<file path="src/rtl/sr_lock_arbiter_pkg.sv">
// sr_lock_arbiter_pkg
//   Shared definitions for the lock arbiter and its picker:
//   - state_e   : FSM encodings IDLE=0, GRANTED=1, RELEASE=2 (3 is illegal
//                 and recovers to IDLE)
//   - owner_width(n) : index width for n requesters, minimum 1
//   - count_width(h) : hold-counter width able to hold h, minimum 1
`ifndef SR_LOCK_ARBITER_PKG_SV
`define SR_LOCK_ARBITER_PKG_SV

package sr_lock_arbiter_pkg;

  typedef enum logic [1:0] {
    ST_IDLE    = 2'd0,
    ST_GRANTED = 2'd1,
    ST_RELEASE = 2'd2
  } state_e;

  function automatic int owner_width(input int n);
    return (n <= 2) ? 1 : $clog2(n);
  endfunction

  function automatic int count_width(input int h);
    return (h <= 1) ? 1 : $clog2(h + 1);
  endfunction

endpackage

`endif

</file>
<file path="src/rtl/sr_lock_arbiter_picker.sv">
// round_robin_picker
//   Combinational round-robin search. The winner is the first set request
//   bit strictly above pointer; if none exists the search wraps to the
//   lowest set bit overall.
//   Ports:
//     request     in  N   request vector
//     pointer     in  OW  index of the previous winner
//     winner      out N   one-hot winner (all-zero when no request)
//     winner_idx  out OW  binary index of winner
//     any_request out 1   OR of request
module round_robin_picker
  import sr_lock_arbiter_pkg::*;
#(
  parameter int N  = 4,
  parameter int OW = owner_width(N)
) (
  input  logic [N-1:0]  request,
  input  logic [OW-1:0] pointer,
  output logic [N-1:0]  winner,
  output logic [OW-1:0] winner_idx,
  output logic          any_request
);

  localparam logic [N-1:0] ONE = N'(1);

  logic [N-1:0] upper_mask;
  logic [N-1:0] upper_req;
  logic [N-1:0] search;

  genvar gi;
  generate
    for (gi = 0; gi < N; gi++) begin : g_mask
      assign upper_mask[gi] = (OW'(gi) > pointer);
    end
  endgenerate

  // Prefer requests above the pointer; fall back to the full vector (wrap).
  assign upper_req   = request & upper_mask;
  assign search      = (|upper_req) ? upper_req : request;
  // Isolate the lowest set bit.
  assign winner      = search & (~search + ONE);
  assign any_request = |request;

  always_comb begin
    winner_idx = '0;
    for (int i = 0; i < N; i++) begin
      if (winner[i]) winner_idx = winner_idx | OW'(i);
    end
  end

endmodule

</file>
<file path="src/rtl/sr_lock_arbiter.sv">
// sr_lock_arbiter
//   Round-robin single-owner lock for a shared storage element. A winner is
//   registered from IDLE, holds the grant in GRANTED until it releases,
//   drops its request or exhausts HOLD_LIMIT cycles, then the arbiter spends
//   one RELEASE guard cycle with no grant before returning to IDLE.
//   Ports:
//     clock          in  1         rising-edge clock
//     clear_negated  in  1         asynchronous active-low reset
//     request        in  REQ       level request per requester
//     release_pulse  in  REQ       one-cycle release pulse per requester
//     grant          out REQ       registered one-hot grant
//     grant_valid    out 1         OR of grant
//     owner          out OW        index of current or last owner
//     timeout_pulse  out 1         one-cycle pulse on hold-limit revocation
module sr_lock_arbiter
  import sr_lock_arbiter_pkg::*;
#(
  parameter int REQUESTERS = 4,
  parameter int HOLD_LIMIT = 15
) (
  input  logic                                 clock,
  input  logic                                 clear_negated,
  input  logic [REQUESTERS-1:0]                request,
  input  logic [REQUESTERS-1:0]                release_pulse,
  output logic [REQUESTERS-1:0]                grant,
  output logic                                 grant_valid,
  output logic [owner_width(REQUESTERS)-1:0]   owner,
  output logic                                 timeout_pulse
);

  localparam int OW = owner_width(REQUESTERS);
  localparam int CW = count_width(HOLD_LIMIT);

  localparam logic [CW-1:0] COUNT_ONE    = CW'(1);
  localparam logic [CW-1:0] COUNT_MAX    = CW'(HOLD_LIMIT);
  // Compare one below the limit so the grant is visible for exactly
  // HOLD_LIMIT cycles (counter reads 0 in the first granted cycle).
  localparam logic [CW-1:0] COUNT_LAST   = (HOLD_LIMIT == 0) ? '0 : CW'(HOLD_LIMIT - 1);
  localparam logic [OW-1:0] POINTER_INIT = OW'(REQUESTERS - 1);

  state_e                  state_reg, state_next;
  logic [REQUESTERS-1:0]   grant_reg, grant_next;
  logic [OW-1:0]           owner_reg, owner_next;
  logic [OW-1:0]           pointer_reg, pointer_next;
  logic [CW-1:0]           count_reg, count_next;
  logic                    timeout_reg, timeout_next;

  logic [REQUESTERS-1:0]   pick_onehot;
  logic [OW-1:0]           pick_idx;
  logic                    pick_any;

  logic                    own_release;
  logic                    own_dropped;
  logic                    hold_expired;

  round_robin_picker #(
    .N  (REQUESTERS),
    .OW (OW)
  ) u_picker (
    .request     (request),
    .pointer     (pointer_reg),
    .winner      (pick_onehot),
    .winner_idx  (pick_idx),
    .any_request (pick_any)
  );

  // Only the owner's own lines matter while granted.
  assign own_release  = release_pulse[owner_reg];
  assign own_dropped  = ~request[owner_reg];
  assign hold_expired = (HOLD_LIMIT != 0) && (count_reg == COUNT_LAST);

  // State register
  always_ff @(posedge clock or negedge clear_negated) begin
    if (!clear_negated) begin
      state_reg <= ST_IDLE;
    end else begin
      state_reg <= state_next;
    end
  end

  // Next-state logic
  always_comb begin
    state_next = state_reg;
    case (state_reg)
      ST_IDLE:    if (pick_any) state_next = ST_GRANTED;
      ST_GRANTED: if (own_release || own_dropped || hold_expired) state_next = ST_RELEASE;
      ST_RELEASE: state_next = ST_IDLE;
      default:    state_next = ST_IDLE;
    endcase
  end

  // Output / datapath next values
  always_comb begin
    grant_next   = grant_reg;
    owner_next   = owner_reg;
    pointer_next = pointer_reg;
    count_next   = count_reg;
    timeout_next = 1'b0;
    case (state_reg)
      ST_IDLE: begin
        if (pick_any) begin
          grant_next   = pick_onehot;
          owner_next   = pick_idx;
          pointer_next = pick_idx;
          count_next   = '0;
        end else begin
          grant_next = '0;
        end
      end
      ST_GRANTED: begin
        if (count_reg != COUNT_MAX) count_next = count_reg + COUNT_ONE;
        // A voluntary exit wins over the timeout, so the pulse only fires
        // when the limit alone ends the grant.
        if (own_release || own_dropped) begin
          grant_next = '0;
        end else if (hold_expired) begin
          grant_next   = '0;
          timeout_next = 1'b1;
        end
      end
      ST_RELEASE: begin
        grant_next = '0;
        count_next = '0;
      end
      default: begin
        grant_next = '0;
        count_next = '0;
      end
    endcase
  end

  // Output and datapath registers
  always_ff @(posedge clock or negedge clear_negated) begin
    if (!clear_negated) begin
      grant_reg   <= '0;
      owner_reg   <= '0;
      pointer_reg <= POINTER_INIT;
      count_reg   <= '0;
      timeout_reg <= 1'b0;
    end else begin
      grant_reg   <= grant_next;
      owner_reg   <= owner_next;
      pointer_reg <= pointer_next;
      count_reg   <= count_next;
      timeout_reg <= timeout_next;
    end
  end

  assign grant         = grant_reg;
  assign grant_valid   = |grant_reg;
  assign owner         = owner_reg;
  assign timeout_pulse = timeout_reg;

endmodule

</file>
<file path="config.mk">
export PLATFORM = sky130hd
export DESIGN_NAME = sr_lock_arbiter
export DESIGN_NICKNAME = d
export VERILOG_FILES = /design/src/rtl/sr_lock_arbiter_pkg.sv /design/src/rtl/sr_lock_arbiter_picker.sv /design/src/rtl/sr_lock_arbiter.sv
export SDC_FILE = /design/constraint.sdc
export NUM_CORES = 1
export LEC_CHECK = 0
export ABC_AREA = 0
export ABC_CLOCK_PERIOD_IN_PS = 3800
export CORE_UTILIZATION = 52
export DETAILED_ROUTE_END_ITERATION = 7
export PLACE_DENSITY = 0.82
export SYNTH_ARGS = -nofsm -noshare
export SYNTH_HDL_FRONTEND = slang
export SYNTH_SLANG_ARGS = --single-unit
</file>
<file path="constraint.sdc">
create_clock -name clock -period 3.8 [get_ports clock]
set_clock_uncertainty 0.15 [all_clocks]
set_input_delay 0.76 -clock clock [delete_from_list [all_inputs] [get_ports clock]]
set_output_delay 0.76 -clock clock [all_outputs]
set_load 0.05 [all_outputs]
</file>
==> results.py, run 1 <==
metrics = {
    "outcome": {
        "status": "completed",
    },
    "synthesis": {
        "synth_top_flop_cell": "dfrtp_1",
        "synthesis.nets": 94,
        "yosysTopAreaCell": "dfrtp_1",
        "synth_async_sr_flop_share_pct": 100,
        "synth.area.top_cells": "dfrtp_1 40%, dfstp_2 6.4%, nand2b_1 5.3%, o21ai_0 4.3%, o2bb2ai_1 4.3%",
        "synth_edf_count": 0,
        "synth_top_area_share_pct": 39.5,
        "synth_warnings": 0,
        "netlist_top_cells_count": "13 x dfrtp_1, 7 x nand2b_1, 7 x o21ai_0",
        "yosysUniqueCellTypes": 33,
        "seq_area_frac_synth_pct": 45.9,
        "avgSynthCellArea_um2": 10.0,
        "ys_ff_latch": 15,
        "netlist_area_um2": 823,
        "syn_inst": 82,
        "synth.most_common_cell": "dfrtp_1",
    },
    "floorplanning": {
        "coreArea_mm2": 0.00138,
        "die_x_um": 41.8,
        "fp.dieH_um": 41.8,
        "io_pins": 18,
        "dieArea_mm2": 0.00175,
        "start_util_pct": 59.5,
        "rows": 13,
    },
    "clocking": {
        "clk_pin_slew_ns": 0.09,
        "clkSinkCount": 15,
        "ctsResizeCount": 0,
        "cts_hold_buf": 0,
        "root_buffer": "clkbuf_4",
        "cts_tree": "built",
        "postCtsSetupBuffers": 0,
        "htree_levels": 1,
        "cts_buffers": 3,
        "clkLatencyLatePin_ns": 0.29,
        "cts_buffer_depth": 2,
    },
    "sta": {
        "drv_slew": 0,
        "fin_crit_sh_pct": 74.6,
        "tns_ns": 0,
        "clock.fmax_ghz": 0.353,
        "tightest_slew_ns": 0.658,
        "rsz0062_at_grt": "false",
        "final_hold_viol_count": 0,
        "worst_slew_margin_rel_pct": 56.0,
        "period_minus_slack_ns": 2.83,
        "finalSetupViolCount": 0,
    },
    "placed_design": {
        "io_buffers": 17,
        "placed_area_mm2": 0.00100,
        "gp_congestion": 0.948,
        "dp_hpwl_um": 1310,
        "dp_cells": 112,
    },
    "power": {
        "swShare_pct": 47.7,
        "ir_drop_uv": 567,
        "internal_power_mw": 0.412,
        "power_mw": 0.787,
        "comb_power_share_pct": 50.6,
        "leakage_nw": 0.411,
        "pwr-share-clk_pct": 11.5,
        "cellPowerDensity_mw_per_mm2": 764,
        "power_switching_mw": 0.375,
        "seqPwrFrac_pct": 38.0,
    },
    "layout": {
        "syn_to_final_growth_pct": 25.1,
        "final_layout_size_suffix_gt1_share_pct": 9.90,
        "fin_cells": 116,
        "design_area_mm2": 0.00103,
        "diodes": 0,
        "utilization_pct": 74.5,
        "final_nets": 114,
    },
    "setup_path": {
        "end_kind": "output pin",
        "path_max_fanout": 3,
        "critPathRequiredTime_ns": 2.89,
        "crit_path_start_kind": "flip-flop",
        "path_class": "flip-flop to output pin",
        "cp.arrival_ns": 1.92,
    },
    "global_route": {
        "grt_use_total_pct": 22.4,
        "grt_start_max_net_pins": 16,
        "grt_overflow": 0,
        "antenna_found_initial": 0,
        "grt_pass1_wl_um": 2950,
        "grt_pass1_vias": 641,
    },
    "worst_hold_path": {
        "min_path_type": "flip-flop to flip-flop",
    },
    "route": {
        "via_per_inst": 6.38,
        "drt-initial-drc-count": 34,
        "drc": 0,
        "vias": 740,
        "wl_um": 1800,
        "drt-wirelength-per-cell_um": 15.5,
        "ant_nets": 0,
        "first_pass_iters": 7,
    },
    "flow_run": {
        "max_cap_violations": 0,
    },
}
[critical path: stages, from the launching register on]
cell             delay, ns
dfrtp_1               0.41
or4_1                 0.51
clkdlybuf4s50_1       0.71
[final cells by class]
class                   count  area, µm²
well taps                  15       18.8
clock buffers               4       26.3
multi-input cells          62        425
fillers                   108        353
inverters                   3       11.3
flip-flops and latches     15        378
repair buffers             17        170
[path summary, 6_finish.rpt]
kind	from	end	slack (ns)	cells after the start
worst max register to register	owner[0]	grant[0]	2.13	3
worst min-delay path	grant[0]	grant[0]	0.39	1
max in group asynchronous	clear_negated	count_reg[1]	2.36	1
worst min register to register	grant[0]	grant[0]	0.39	1
worst max-delay path	grant[1]	grant_valid	0.97	2
min in group asynchronous	clear_negated	grant[0]	0.72	1
[stage by stage]
step           hold WS (ns)  setup WS [ns]
2_1_floorplan         0.314           1.50
3_3_place_gp          0.347           1.09
3_5_place_dp          0.366           1.10
4_1_cts               0.391          0.963
5_1_grt               0.404          0.913
6_report              0.390          0.965
[routing by layer]
metal	global-route usage (%)	wire length [µm]	vias up
li1	-	-	350
met1	32.6	874	349
met2	31.6	798	36
met3	3.91	95	5
met4	11.6	32	0
met5	0	0	-
[logic make-up after synthesis]
group	synth area share (%)
buffers and inverters	2.43
AOI/OAI and AO/OA	20.5
adders and majority gates	3.04
and+or+nand+nor	24.3
muxes	2.74
xor gates and xnor gates	1.06
DFF	45.9
[layout by cell type (no fill, tap or decap), types with 3 or more instances in the layout]
cell type and n:
clkbuf_4 3, inv_1 3, nand3_1 3, o2bb2ai_1 4, nand2_1 6, clkdlybuf4s50_1 17, nand2b_1 7, nor3_1 3
o21ai_0 7, dfrtp_1 13, nor2_1 4, a21oi_1 5
[power by group through the flow]
stage | Sequential, mW | Clock, mW | Combinational (mW)
detailed placement | 0.297 | 0 | 0.393
floorplan | 0.349 | 0 | 0.212
global placement | 0.296 | 0 | 0.391
CTS | 0.296 | 0.0938 | 0.398
finish | 0.299 | 0.0904 | 0.398
global route | 0.308 | 0.0988 | 0.425
No activity file was read; power rests on OpenSTA's default activity.
==> run 2, diff against run 1 <==
--- a/config.mk
+++ b/config.mk
@@ -6,10 +6,10 @@
 export NUM_CORES = 1
 export LEC_CHECK = 0
 export ABC_AREA = 0
-export ABC_CLOCK_PERIOD_IN_PS = 3800
-export CORE_UTILIZATION = 52
+export ABC_CLOCK_PERIOD_IN_PS = 2700
+export CORE_UTILIZATION = 48
 export DETAILED_ROUTE_END_ITERATION = 7
-export PLACE_DENSITY = 0.82
+export PLACE_DENSITY = 0.76
 export SYNTH_ARGS = -nofsm -noshare
 export SYNTH_HDL_FRONTEND = slang
 export SYNTH_SLANG_ARGS = --single-unit
==> constraint.sdc (replaced) <==
create_clock -name clock -period 2.7 [get_ports clock]
set_clock_uncertainty 0.15 [all_clocks]
set_input_delay 0.54 -clock clock [delete_from_list [all_inputs] [get_ports clock]]
set_output_delay 0.54 -clock clock [all_outputs]
set_load 0.05 [all_outputs]
==> results.py, run 2 (synthesis gave the netlist of run 1 again) <==
metrics = {
    "route": {
        "wl_um": 1960,
        "drc": 2,
        "drt-initial-drc-count": 22,
        "first_pass_iters": 6,
        "ant_nets": 0,
        "via_per_inst": 6.07,
        "vias": 728,
        "drt-wirelength-per-cell_um": 16.3,
    },
    "floorplanning": {
        "die_x_um": 43.4,
        "coreArea_mm2": 0.00156,
        "io_pins": 18,
        "rows": 14,
        "dieArea_mm2": 0.00188,
        "fp.dieH_um": 43.4,
        "start_util_pct": 52.8,
    },
    "clocking": {
        "clkLatencyLatePin_ns": 0.28,
        "clkSinkCount": 15,
        "clk_pin_slew_ns": 0.08,
        "cts_buffers": 3,
        "cts_hold_buf": 0,
        "cts_tree": "built",
        "cts_buffer_depth": 2,
        "htree_levels": 1,
        "ctsResizeCount": 0,
        "postCtsSetupBuffers": 0,
        "root_buffer": "clkbuf_4",
    },
    "placed_design": {
        "dp_cells": 116,
        "dp_slack_ns": 0.246,
        "dp_hpwl_um": 1460,
        "io_buffers": 17,
        "gp_congestion": 0.923,
    },
    "global_route": {
        "grt_use_total_pct": 22.5,
        "antenna_found_initial": 0,
        "grt_pass1_wl_um": 3030,
        "grt_overflow": 0,
        "grt_start_max_net_pins": 16,
        "grt_pass1_vias": 637,
    },
    "layout": {
        "final_nets": 117,
        "syn_to_final_growth_pct": 28.0,
        "fin_cells": 120,
        "nFillCells": 121,
        "mostFrequentLayoutCell": "clkdlybuf4s50_1",
        "final_layout_size_suffix_gt1_share_pct": 12.5,
        "seqCellArea_um2": 378,
        "diodes": 0,
        "final_cell_mix": "17 x clkdlybuf4s50_1, 13 x dfrtp_1, 7 x nand2b_1, 7 x o21ai_0, 6 x nand2_1",
        "multi_input_area_um2": 425,
    },
    "sta": {
        "tightest_slew_ns": 0.686,
        "period_minus_slack_ns": 2.63,
        "tns_ns": 0,
        "setup_ws_ns": 0.0694,
        "finalSetupViolCount": 0,
        "rsz0062_at_grt": "false",
        "worst_slew_margin_rel_pct": 54.1,
        "fin_crit_sh_pct": 97.4,
        "drv_slew": 0,
        "hold_ws_ns": 0.364,
        "clock.fmax_ghz": 0.380,
        "final_hold_viol_count": 0,
    },
    "power": {
        "cellPowerDensity_mw_per_mm2": 1050,
        "leakage_nw": 0.426,
        "ir_drop_uv": 794,
    },
    "worst_hold_path": {
        "min_path_type": "flip-flop to flip-flop",
    },
    "setup_path": {
        "path_class": "flip-flop to output pin",
        "cp.arrival_ns": 1.94,
        "end_kind": "output pin",
        "critPathRequiredTime_ns": 2.01,
        "crit_path_start_kind": "flip-flop",
        "path_max_fanout": 3,
    },
    "flow_run": {
        "max_cap_violations": 0,
    },
    "outcome": {
        "status": "complete, but fails checks",
        "violations": "DRC",
    },
}
[run 2: cell count changes in the layout (fill, tap and decap cells not counted), sizes merged]
cell / before / now
buf: 0 / 3
[run 2: through the flow]
stage | total power [mW] | util, % | area [µm²]
2_1_floorplan | 0.790 | - | 823
3_3_place_gp | 0.959 | 65.9 | 1030
3_5_place_dp | 0.968 | 65.9 | 1030
4_1_cts | 1.10 | 67.6 | 1050
5_1_grt | 1.16 | 67.6 | 1050
6_report | 1.10 | 67.6 | 1050
[run 2: cell type report]
class | count | share of cell area (%)
flip-flops and latches | 15 | 35.9
inverters | 3 | 1.07
clock buffers | 4 | 2.49
multi-input cells | 62 | 40.4
well taps | 16 | 1.90
repair buffers | 20 | 18.3
[run 2: power by group]
group | total [mW] | switching, mW | internal, mW
sequential | 0.419 | 0.107 | 0.311
combinational | 0.556 | 0.343 | 0.213
clock | 0.127 | 0.0693 | 0.0574
total | 1.10 | 0.520 | 0.581
[run 2: final timing paths]
path | end | start | slack (ns) | depth (start not counted)
worst max-delay path | grant_valid | grant[0] | 0.07 | 2
worst min-delay path | pointer_reg[0] | pointer_reg[0] | 0.36 | 2
worst max register to register | grant[3] | owner[0] | 1.01 | 3
worst min register to register | pointer_reg[0] | pointer_reg[0] | 0.36 | 2
max in group asynchronous | count_reg[2] | clear_negated | 1.45 | 1
min in group asynchronous | owner[0] | clear_negated | 0.52 | 1
[run 2: worst max-delay path: stages (launching register included)]
cell and delay [ns]:
dfrtp_1 0.43, or4_1 0.51, clkdlybuf4s50_1 0.71
[run 2: per-layer routing]
| metal | wire length (µm) | GRT usage (%) |
|---|---|---|
| met1 | 920 | 31.7 |
| met2 | 931 | 34.5 |
| met3 | 104 | 8.33 |
| met4 | 0 | 3.13 |
| met5 | 0 | 0 |
==> run 3, diff against run 2 <==
--- a/config.mk
+++ b/config.mk
@@ -9,7 +9,9 @@
 export ABC_CLOCK_PERIOD_IN_PS = 2700
 export CORE_UTILIZATION = 48
 export DETAILED_ROUTE_END_ITERATION = 7
+export HOLD_SLACK_MARGIN = 0.05
 export PLACE_DENSITY = 0.76
+export REMOVE_ABC_BUFFERS = 1
 export SYNTH_ARGS = -nofsm -noshare
 export SYNTH_HDL_FRONTEND = slang
 export SYNTH_SLANG_ARGS = --single-unit
==> results.py, run 3 (synthesis gave the netlist of run 1 again) <==
metrics = {
    "sta": {
        "fin_crit_sh_pct": 97.5,
        "worst_slew_margin_rel_pct": 56.7,
        "clock.fmax_ghz": 0.380,
        "tightest_slew_ns": 0.648,
        "period_minus_slack_ns": 2.63,
        "finalSetupViolCount": 0,
        "rsz0062_at_grt": "false",
        "final_hold_viol_count": 0,
        "drv_slew": 0,
        "tns_ns": 0,
    },
    "setup_path": {
        "crit_path_start_kind": "flip-flop",
        "critPathRequiredTime_ns": 2.01,
        "rrSetupSlack_ns": 0.98,
        "cp.arrival_ns": 1.94,
        "path_max_fanout": 3,
        "path_class": "flip-flop to output pin",
        "end_kind": "output pin",
    },
    "layout": {
        "final_nets": 117,
        "utilization_pct": 67.7,
        "multi_input_area_um2": 425,
        "diodes": 0,
        "nFillCells": 128,
        "fin_cells": 120,
        "final_cell_mix": "17 x clkdlybuf4s50_1, 13 x dfrtp_1, 7 x nand2b_1, 7 x o21ai_0, 6 x nand2_1",
        "final_layout_size_suffix_gt1_share_pct": 13.5,
        "seqCellArea_um2": 378,
        "syn_to_final_growth_pct": 28.1,
        "mostFrequentLayoutCell": "clkdlybuf4s50_1",
    },
    "floorplanning": {
        "io_pins": 18,
        "start_util_pct": 52.8,
        "dieArea_mm2": 0.00188,
        "coreArea_mm2": 0.00156,
        "fp.dieH_um": 43.4,
        "rows": 14,
        "die_x_um": 43.4,
    },
    "global_route": {
        "grt_start_max_net_pins": 16,
        "grt_pass1_wl_um": 3280,
        "grt_pass1_vias": 698,
        "grt_use_total_pct": 24.3,
        "grt_overflow": 0,
        "antenna_found_initial": 0,
    },
    "power": {
        "ir_drop_uv": 799,
        "leakage_nw": 0.429,
        "cellPowerDensity_mw_per_mm2": 1040,
    },
    "clocking": {
        "cts_tree": "built",
        "clk_pin_slew_ns": 0.09,
        "postCtsSetupBuffers": 0,
        "clkLatencyLatePin_ns": 0.28,
        "cts_buffer_depth": 2,
        "cts_hold_buf": 0,
        "clkSinkCount": 15,
        "cts_buffers": 3,
        "htree_levels": 1,
        "ctsResizeCount": 0,
        "root_buffer": "clkbuf_4",
    },
    "worst_hold_path": {
        "min_path_type": "flip-flop to flip-flop",
    },
    "route": {
        "drt-initial-drc-count": 31,
        "via_per_inst": 6.14,
        "drc": 4,
        "vias": 737,
        "wl_um": 1900,
        "first_pass_iters": 6,
        "ant_nets": 0,
        "drt-wirelength-per-cell_um": 15.8,
    },
    "placed_design": {
        "io_buffers": 17,
        "gp_congestion": 0.926,
        "dp_hpwl_um": 1450,
        "dp_cells": 116,
    },
    "outcome": {
        "violations": "DRC",
        "status": "complete, but fails checks",
    },
    "flow_run": {
        "max_cap_violations": 0,
    },
}
-- run 3: final cells by class --
| type | count | area share, % |
|---|---|---|
| inverter | 3 | 1.07 |
| tap | 16 | 1.90 |
| clock buffer | 3 | 2.14 |
| sequential | 15 | 35.8 |
| multi-input combinational | 62 | 40.3 |
| timing repair buffer | 20 | 18.3 |
| clock inverter | 1 | 0.474 |
-- run 3: worst paths after layout --
| kind | startpoint | depth (start not counted) | endpoint |
|---|---|---|---|
| worst max-delay path | grant[1] | 2 | grant_valid |
| worst min-delay path | grant[2] | 1 | grant[2] |
| worst max register to register | owner[0] | 3 | grant[0] |
| worst min register to register | grant[2] | 1 | grant[2] |
| max in group asynchronous | clear_negated | 1 | count_reg[1] |
| min in group asynchronous | clear_negated | 1 | owner[0] |
-- run 3: report_power, final --
part | switching [mW] | internal [mW] | leakage, nW
sequential | 0.109 | 0.312 | 0.192
clock | 0.0705 | 0.0550 | 0.0177
combinational | 0.341 | 0.213 | 0.219
total | 0.520 | 0.579 | 0.429
-- run 3: per-layer routing --
metal	vias to the layer above	wire, µm	GRT usage [%]
met5	-	0	0
met4	0	0	5.63
met3	0	98	7.50
met2	25	842	35.2
met1	358	954	36.0
li1	354	-	-
-- run 3: critical path, cell delays in order (launching register included) --
cell and delay (ns):
dfrtp_1 0.41, or4_1 0.53, clkdlybuf4s50_1 0.71
-- run 3: metrics by stage --
step | hold WS [ns] | total power [mW] | area [µm²] | worst slack, ns
2_1_floorplan | 0.0944 | 0.784 | 815 | 0.624
3_3_place_gp | 0.348 | 0.962 | 1030 | 0.296
3_5_place_dp | 0.346 | 0.974 | 1030 | 0.268
4_1_cts | 0.380 | 1.11 | 1050 | 0.0473
5_1_grt | 0.392 | 1.17 | 1050 | 0.0167
6_report | 0.383 | 1.10 | 1050 | 0.0682
